### src/rtl/uart_rx_buf_ctrl.sv
// UART receive buffer: FWFT byte FIFO with overrun, level watermark and character-timeout interrupts.
// Optional feature macro: UART_RX_TIMEOUT_EN enables the character-timeout counter and FSM.
module uart_rx_buf_ctrl #(
    parameter int DEPTH         = 16,
    parameter int TIMEOUT_TICKS = 640
) (
    input  logic                     clk,
    input  logic                     a_resetn,
    input  logic                     b_tick,
    input  logic                     rx_done,
    input  logic [7:0]               rx_data,
    input  logic                     rx_en,
    input  logic                     rd_en,
    input  logic                     flush,
    input  logic                     ovr_clr,
    input  logic [$clog2(DEPTH):0]   watermark,
    output logic [7:0]               rd_data,
    output logic                     empty,
    output logic                     full,
    output logic [$clog2(DEPTH):0]   level,
    output logic                     overrun,
    output logic                     irq_level,
    output logic                     irq_timeout,
    output logic                     irq
);

    localparam int              AW      = $clog2(DEPTH);
    localparam logic [AW:0]     DEPTH_L = (AW+1)'(DEPTH);

    logic [7:0]    r_mem [DEPTH];
    logic [AW-1:0] r_wr_ptr, r_rd_ptr;
    logic [AW:0]   r_level;
    logic          r_empty, r_full;
    logic [7:0]    r_rd_data;
    logic          r_overrun, r_irq_level, r_irq_timeout, r_irq;

    logic          w_pop, w_push, w_ovr_evt;
    logic [AW-1:0] w_wr_ptr_nxt, w_rd_ptr_nxt;
    logic [AW:0]   w_level_nxt;
    logic [7:0]    w_head_nxt;
    logic          w_overrun_nxt, w_irq_level_nxt, w_irq_timeout_nxt, w_irq_nxt;

    // FIFO next-state: flush dominates; a full FIFO still accepts a byte when a pop frees a slot.
    always_comb begin
        w_pop        = rd_en & ~r_empty & ~flush;
        w_push       = rx_done & rx_en & ~flush & (~r_full | w_pop);
        w_ovr_evt    = rx_done & rx_en & ~flush & r_full & ~rd_en;
        w_wr_ptr_nxt = r_wr_ptr;
        w_rd_ptr_nxt = r_rd_ptr;
        w_level_nxt  = r_level;
        if (flush) begin
            w_wr_ptr_nxt = AW'(0);
            w_rd_ptr_nxt = AW'(0);
            w_level_nxt  = (AW+1)'(0);
        end else begin
            w_wr_ptr_nxt = w_push ? (r_wr_ptr + AW'(1)) : r_wr_ptr;
            w_rd_ptr_nxt = w_pop  ? (r_rd_ptr + AW'(1)) : r_rd_ptr;
            case ({w_push, w_pop})
                2'b10:   w_level_nxt = r_level + (AW+1)'(1);
                2'b01:   w_level_nxt = r_level - (AW+1)'(1);
                default: w_level_nxt = r_level;
            endcase
        end
        // The new head may be the byte being written this very cycle.
        if (w_level_nxt == (AW+1)'(0)) begin
            w_head_nxt = 8'h00;
        end else if (w_push && (w_rd_ptr_nxt == r_wr_ptr)) begin
            w_head_nxt = rx_data;
        end else begin
            w_head_nxt = r_mem[w_rd_ptr_nxt];
        end
        w_overrun_nxt   = w_ovr_evt | (r_overrun & ~ovr_clr);
        w_irq_level_nxt = (watermark != (AW+1)'(0)) && (w_level_nxt >= watermark);
        w_irq_nxt       = w_irq_level_nxt | w_irq_timeout_nxt | w_overrun_nxt;
    end

`ifdef UART_RX_TIMEOUT_EN
    typedef enum logic [1:0] {
        T_IDLE    = 2'd0,
        T_COUNT   = 2'd1,
        T_EXPIRED = 2'd2
    } t_state_e;

    localparam int CW = $clog2(TIMEOUT_TICKS + 1);

    t_state_e      r_t_state, w_t_state_nxt;
    logic [CW-1:0] r_tick_cnt, w_tick_cnt_nxt;

    // Timeout state and tick counter registers.
    always_ff @(posedge clk or posedge a_resetn) begin
        if (a_resetn) begin
            r_t_state  <= T_IDLE;
            r_tick_cnt <= CW'(0);
        end else begin
            r_t_state  <= w_t_state_nxt;
            r_tick_cnt <= w_tick_cnt_nxt;
        end
    end

    // Timeout next-state: FIFO activity restarts the count, silence on a non-empty FIFO expires it.
    always_comb begin
        w_t_state_nxt  = r_t_state;
        w_tick_cnt_nxt = r_tick_cnt;
        if (flush) begin
            w_t_state_nxt  = T_IDLE;
            w_tick_cnt_nxt = CW'(0);
        end else if (w_push || w_pop) begin
            w_tick_cnt_nxt = CW'(0);
            w_t_state_nxt  = (w_level_nxt != (AW+1)'(0)) ? T_COUNT : T_IDLE;
        end else begin
            case (r_t_state)
                T_IDLE: begin
                    w_tick_cnt_nxt = CW'(0);
                    w_t_state_nxt  = (r_level != (AW+1)'(0)) ? T_COUNT : T_IDLE;
                end
                T_COUNT: begin
                    if (b_tick && (r_tick_cnt == CW'(TIMEOUT_TICKS - 1))) begin
                        w_t_state_nxt  = T_EXPIRED;
                        w_tick_cnt_nxt = CW'(0);
                    end else if (b_tick) begin
                        w_tick_cnt_nxt = r_tick_cnt + CW'(1);
                    end else begin
                        w_tick_cnt_nxt = r_tick_cnt;
                    end
                end
                T_EXPIRED: w_t_state_nxt = T_EXPIRED;
                default: begin
                    w_t_state_nxt  = T_IDLE;
                    w_tick_cnt_nxt = CW'(0);
                end
            endcase
        end
    end

    assign w_irq_timeout_nxt = (w_t_state_nxt == T_EXPIRED);
`else
    assign w_irq_timeout_nxt = 1'b0;
`endif

    // Storage array; reset only invalidates it through the pointers.
    always_ff @(posedge clk) begin
        if (w_push) begin
            r_mem[r_wr_ptr] <= rx_data;
        end
    end

    // Pointer, level, status and interrupt registers.
    always_ff @(posedge clk or posedge a_resetn) begin
        if (a_resetn) begin
            r_wr_ptr      <= AW'(0);
            r_rd_ptr      <= AW'(0);
            r_level       <= (AW+1)'(0);
            r_empty       <= 1'b1;
            r_full        <= 1'b0;
            r_rd_data     <= 8'h00;
            r_overrun     <= 1'b0;
            r_irq_level   <= 1'b0;
            r_irq_timeout <= 1'b0;
            r_irq         <= 1'b0;
        end else begin
            r_wr_ptr      <= w_wr_ptr_nxt;
            r_rd_ptr      <= w_rd_ptr_nxt;
            r_level       <= w_level_nxt;
            r_empty       <= (w_level_nxt == (AW+1)'(0));
            r_full        <= (w_level_nxt == DEPTH_L);
            r_rd_data     <= w_head_nxt;
            r_overrun     <= w_overrun_nxt;
            r_irq_level   <= w_irq_level_nxt;
            r_irq_timeout <= w_irq_timeout_nxt;
            r_irq         <= w_irq_nxt;
        end
    end

    assign rd_data     = r_rd_data;
    assign empty       = r_empty;
    assign full        = r_full;
    assign level       = r_level;
    assign overrun     = r_overrun;
    assign irq_level   = r_irq_level;
    assign irq_timeout = r_irq_timeout;
    assign irq         = r_irq;

endmodule

### config.mk
export PLATFORM = sky130hd
export DESIGN_NAME = uart_rx_buf_ctrl
export DESIGN_NICKNAME = d
export VERILOG_FILES = /design/src/rtl/uart_rx_buf_ctrl.sv
export SDC_FILE = /design/constraint.sdc
export NUM_CORES = 1
export LEC_CHECK = 0
export ABC_AREA = 1
export CELL_PAD_IN_SITES_DETAIL_PLACEMENT = 0
export CELL_PAD_IN_SITES_GLOBAL_PLACEMENT = 1
export CORE_ASPECT_RATIO = 1.2
export CORE_MARGIN = 4
export CORE_UTILIZATION = 25
export CTS_CLUSTER_DIAMETER = 60
export DETAILED_ROUTE_END_ITERATION = 10
export DONT_BUFFER_PORTS = 1
export PLACE_DENSITY_LB_ADDON = 0.1
export SYNTH_ARGS = -nofsm -noshare
export SYNTH_HDL_FRONTEND = slang
export SYNTH_SLANG_ARGS = --single-unit
export TNS_END_PERCENT = 20
### constraint.sdc
create_clock -name clk -period 7.8 [get_ports clk]
set_input_delay 1.56 -clock clk [delete_from_list [all_inputs] [get_ports clk]]
set_output_delay 1.56 -clock clk [all_outputs]
set_load 0.03 [all_outputs]
== Word level (Yosys, flattened, before mapping) ==
Memories as Yosys holds them, arrays and structs flattened.
Index checks and enable logic that the tools add are counted.

* Flip-flop bits (word level): 26
* Output and inout bits: 19
* Bits in writable memories: 128
* Input bits: 21
* Memories: 1

{| class="wikitable"
|+ Memory list
! memory !! depth !! width !! rd ports !! clocked after Yosys merged registers in !! write ports !! RTL line !! text
|-
| r_mem || 16 || 8 || 1 || 0 || 1 || 30 || <nowiki>logic [7:0] r_mem [DEPTH];</nowiki>
|}

* Equal/unequal tests: 4
* Multiplexer cells: 10
* Add/subtract/negate cells: 4
* Bitwise gates (word level): 16
* $lt $le $gt $ge: 1
* Reductions and logical operators: 5

{| class="wikitable"
|+ Operator list
! kind !! count
|-
| $mux W4 || 4
|-
| $mux W8 || 2
|-
| $pmux W5 S2 || 1
|-
| $add A4 B1 Y4 const B || 2
|-
| $and A1 B1 Y1 || 8
|-
| $add A5 B1 Y5 const B || 1
|-
| $eq A5 B5 Y1 const B || 1
|-
| $ge A5 B5 Y1 || 1
|-
| $logic_not A5 Y1 || 1
|-
| $mux W5 || 1
|-
| $not A1 Y1 || 5
|-
| $reduce_bool A5 Y1 || 1
|-
| $sub A5 B1 Y5 const B || 1
|-
| $eq A4 B4 Y1 || 1
|-
| $or A1 B1 Y1 || 3
|-
| $eq A2 B1 Y1 const B || 1
|-
| $eq A2 B2 Y1 const B || 1
|-
| $logic_and A1 B1 Y1 || 2
|-
| $mux W1 || 2
|-
| $reduce_bool A2 Y1 || 1
|}

== Longest topological paths before layout ==
* Word-level depth: 11
* Depth in mapped cells: 21
* Mapped depth without buffers: 21

== Least setup slack after synthesis ==
No wires, ideal clock.

* Path kind: input-to-reg
* From: in rd_en
* To: reg r_irq (netlist: irq)
* Data required time: 7664 ps
* Setup slack: 3938 ps
* Path buffers: 0
* Setup time: 136 ps
* Stages on the path: 18
* Arrival time: 3726 ps
* Path through: inv_2 > nor2_4 > o21ai_2 > ha_1 > nor2_1 > nor2_1 > ha_1 > nor2_1 > nor2_1 > nand2_1 > inv_1 > ha_1 > o21a_1 > o21a_1 > o21ai_0 > nand2_1 > a21oi_1 > o21ai_0

* Cells in the longest elaborated chain, start to end: 10
* Elaborated cells between the ends (all ways): 14
* Those cells by class: order compare: 1; eq/ne: 2; mux: 2; bitwise: 8; reduce/logical: 1

{| class="wikitable"
|+ RTL lines
! element !! RTL line !! text
|-
| from (decl) || 13 || <nowiki>input logic rd_en,</nowiki>
|-
| $and A1 B1 Y1 * (2 in a row) || 45 || <nowiki>w_pop = rd_en & ~r_empty & ~flush;</nowiki>
|-
| $or A1 B1 Y1 || 46 || <nowiki>w_push = rx_done & rx_en & ~flush & (~r_full | w_pop);</nowiki>
|-
| $and A1 B1 Y1 || 46 ||
|-
| $eq A2 B1 Y1 or $eq A2 B2 Y1 (tied branches) || 58 || <nowiki>case ({w_push, w_pop})</nowiki>
|-
| $pmux W5 S2 * || 58 ||
|-
| $mux W5 * || 51 || <nowiki>if (flush) begin</nowiki>
|-
| via w_level_nxt[1] || 39 || <nowiki>logic [AW:0] w_level_nxt;</nowiki>
|-
| $ge A5 B5 Y1 * || 73 || <nowiki>w_irq_level_nxt = (watermark != (AW+1)'(0)) && (w_level_nxt >= watermark);</nowiki>
|-
| $logic_and A1 B1 Y1 * || 73 ||
|-
| $or A1 B1 Y1 * || 74 || <nowiki>w_irq_nxt = w_irq_level_nxt | w_irq_timeout_nxt | w_overrun_nxt;</nowiki>
|-
| via w_irq_nxt || 41 || <nowiki>logic w_overrun_nxt, w_irq_level_nxt, w_irq_timeout_nxt, w_irq_nxt;</nowiki>
|-
| to (signal assigned) || 170 || <nowiki>r_irq <= w_irq_nxt;</nowiki>
|-
| to (decl) || 35 || <nowiki>logic r_overrun, r_irq_level, r_irq_timeout, r_irq;</nowiki>
|}

Mark *: on every way through the listed nets, which the timed path passes. The rest lies on a longest branch.
A chain may end at the register's enable or synchronous reset.

== Worst setup path in the final report ==
* From: in flush
* To: reg r_irq (netlist: irq)

* Cells in the longest elaborated chain, start to end: 10
* Elaborated cells between the ends (all ways): 15
* Those cells by class: order compare: 1; eq/ne: 2; mux: 2; bitwise: 9; reduce/logical: 1

{| class="wikitable"
|+ RTL lines
! element !! RTL line !! text
|-
| from (decl) || 14 || <nowiki>input logic flush,</nowiki>
|-
| $not A1 Y1 || 45, 46 ||
|-
| $and A1 B1 Y1 || 45 ||
|-
| $or A1 B1 Y1 || 46 ||
|-
| $and A1 B1 Y1 || 46 ||
|-
| $eq A2 B1 Y1 or $eq A2 B2 Y1 (tied branches) || 58 ||
|-
| $pmux W5 S2 || 58 ||
|-
| $mux W5 * || 51 ||
|-
| via w_level_nxt[1] || 39 ||
|-
| $ge A5 B5 Y1 * || 73 ||
|-
| $logic_and A1 B1 Y1 * || 73 ||
|-
| $or A1 B1 Y1 * || 74 ||
|-
| via w_irq_nxt || 41 ||
|}

Marks and branches as above.

==> summary.md <==
| Metric | Value |
|---|---|
| Io pins | `40` |
| FF+latch count, synth | `154` |
| Gr usage total | `13.5%` |
| RR Startpoint | `empty$_DFF_PP1_` |
| Outcome | `complete, no violations` |
| Critical path peak fanout | `12` |
| CTS tree | `done` |
| Post-synth net total | `699` |
| Post-synthesis xor/xnor area fraction | `0.126%` |
| Max-slew violations | `0` |
| Unrepaired setup endpoints after global routing | `no` |
| Layout cells sized above 1 | `8.33%` |
| Multiplexer share of the synthesized area | `0%` |
| Largest net degree at the start of global routing | `62` |
| Largest family of logic cells by synthesized area | `simple AND/OR/NAND/NOR gates` |
| Peak VDD IR | `0.000117 V` |
| Sequential share of the synthesized area | `64.7%` |
| TritonCTS Buffers | `17` |
| Fin cells | `1012` |
| Area Overhead vs Synth | `12.6%` |
| Root Buffer | `clkbuf_16` |
| Commonest non-fill, non-tap cells in the layout | `nand3_1 (182), nand2_1 (148), edfxtp_1 (128)` |
| Worst hold start | `r_wr_ptr[1]$_DFFE_PP0P_` |
| Clock latency on the worst-skew pair | `0.43 ns` |
| Total routed wirelength | `20400 microns` |
| Number of global-route vias before repair | `4648` |
| Routed via count | `4825` |
| Core box area | `27300 sq um` |
| Hold path depth | `2` |
| Initial Util | `25.5%` |
| Die H | `191 microns` |
| Cells after synthesis | `665` |
| Synth Area in Adders | `2.34%` |
| Nets | `693` |
| Hold buffers post-CTS | `0` |
| FF-to-FF End | `irq$_DFF_PP0_` |
| Placed Cells | `980` |
| I/O Buffers | `0` |
| Die Width | `160 microns` |
| Post-synth EDFFs | `128` |
| GPL Wtd Cong | `0.793` |
| DRC | `0` |
| Fraction of the mapped netlist area in simple logic gates | `25.4%` |
| H-tree Lvls | `4` |
| FF-to-FF path depth | `17` |
| Final Hold Fails | `0` |
| Initial DRC Count | `341` |
| Clock skew | `0.0155 ns` |
| Async S/R FF share, synth | `16.9%` |
| First-pass DRT Iterations | `7` |
| Die ar. | `30600 sq um` |
| Final setup TNS | `0 ns` |
| Synth unique cells | `33` |
| Crit path time final | `4.04 ns` |
| Dpl hpwl | `12500 microns` |
| Slew HR | `23.3%` |
| Post-DP Area | `7250 sq um` |
| Final setup fails | `0` |
| Power per Cell Area | `268 nW/um^2` |
| Row count | `66` |
| Synth Area in Compound Gates | `2.05%` |
| Routed Antenna Nets | `0` |
| HP Class | `flop to flop` |
| Grt total ovfl | `0` |
| Syn Std Cell Area | `6950 sq um` |
| Flop2flop setup slack | `4.33 ns` |
| CP arrival | `4.33 ns` |
| Design Area, Final | `7830 sq um` |
| Commonest non-fill, non-tap cell in the layout | `nand3_1` |
| FMAX | `0.248 GHz` |
| Number of max-cap violations | `0` |
| Period Utilization, post-route | `51.7%` |
| Initial antenna violation count | `0` |
| Post-cts resize count | `0` |
| Avg Vias per Cell | `4.77` |
| Worst Setup End Kind | `flop` |
| Mapped Avg Cell Area | `10.5 sq um` |
| Worst Tran Pin Value | `1.15 ns` |
| Element type at the critical path start | `input port` |
| Bufs on Longest Clock Path | `2` |
| Setup Buffers After CTS | `0` |
| Synth Flop Type | `edfxtp_1` |
| First-pass GRT wire length | `30600 microns` |
| # diodes | `0` |
| Kind of critical path | `input port to flop` |
| Synth warnings | `0` |
| Worst Hold End | `r_wr_ptr[1]$_DFFE_PP0P_` |
| Hold_ws | `0.701 ns` |
| Num Clock Sinks | `154` |
| Static leakage | `3.07 nW` |
| CTS clk-pin slew, worst paths | `0.07 ns` |
| Routed len/inst | `20.2 microns` |
| Critical Path RT | `8.09 ns` |
==> kinds of logic after synthesis <==
kind of cell             after synthesis
flip-flops                           154
AND/OR/NAND/NOR                      383
buffers and inverters                 87
adder cells (fa/ha/maj)               13
AO/OA/AOI/OAI                         26
XOR/XNOR                               1
other                                  1
==> synth_stat cells (3+ instances only) <==
| library cell | instances | area, sq um |
|---|---|---|
| nand3_1 | 182 | 911 |
| nand2_1 | 148 | 556 |
| edfxtp_1 | 128 | 3840 |
| inv_1 | 49 | 184 |
| nor2_1 | 29 | 109 |
| dfrtp_1 | 25 | 626 |
| a21oi_1 | 13 | 65.1 |
| ha_1 | 13 | 163 |
| buf_2 | 11 | 55.1 |
| inv_2 | 8 | 30.0 |
| o21ai_0 | 8 | 40.0 |
| buf_4 | 7 | 52.6 |
| buf_1 | 6 | 22.5 |
| nand2_2 | 5 | 31.3 |
| nand3b_1 | 5 | 37.5 |
| clkbuf_1 | 4 | 15.0 |
| nand4_1 | 3 | 18.8 |
==> worst max-delay path by stage <==
stage                from             to  slack [ns]  depth (start not counted)
floorplan           rd_en  irq$_DFF_PP0_        3.94                         18
global placement    flush  irq$_DFF_PP0_        3.37                         19
detailed placement  flush  irq$_DFF_PP0_        3.31                         18
CTS                 flush  irq$_DFF_PP0_        3.75                         18
global route        flush  irq$_DFF_PP0_        3.43                         18
finish              flush  irq$_DFF_PP0_        3.76                         18
==> cell type report <==
cell class              count  area, sq um
clock buffers              18          429
clock inverters            14          148
fillers                  2819        19400
inverters                  58          218
multi-input cells         424         2080
flip-flops and latches    154         4500
well taps                 340          425
repair buffers              4         30.0
==> worst max-delay path, cell delays in order <==
cell and delay [ns]:
inv_2 0.21, nand3_1 0.18, inv_1 0.19, ha_1 0.32, nor2_1 0.08, nor2_1 0.17
ha_1 0.27, nor2_1 0.12, nor2_1 0.05, nand2_1 0.09, inv_1 0.06, ha_1 0.27
o21a_1 0.11, o21a_1 0.16, o21ai_0 0.13, nand2_1 0.08, a21oi_1 0.18, o21ai_0 0.10
==> metrics by stage <==
| stage | setup slack [ns] | total power [mW] | util [%] |
|---|---|---|---|
| CTS | 3.75 | 2.12 | 28.7 |
| detailed placement | 3.31 | 1.31 | 26.6 |
| global route | 3.43 | 2.19 | 28.7 |
| global placement | 3.37 | 1.31 | 26.6 |
| floorplan | 3.94 | 1.21 | - |
| finish | 3.76 | 2.10 | 28.7 |
==> metal layers <==
layer	part of all wire, %	vias up	GRT usage [%]
met5	0	-	0
met4	1.7	0	4.10
met3	4.3	19	2.96
met2	49	120	22.3
met1	45	2397	17.8
li1	-	2289	-
==> sequential cells by signal, indices dropped and copies added, names as in the netlist <==
register and count:
r_mem 128, rd_data 8, level 5, r_rd_ptr 4, r_wr_ptr 4, empty 1, full 1, irq 1
irq_level 1, overrun 1
==> power by group <==
group          switching [mW]  internal, mW
combinational           0.215        0.0837
clock                   0.342         0.473
sequential             0.0673         0.920
Note: power is estimated with default switching activity, not from simulation.
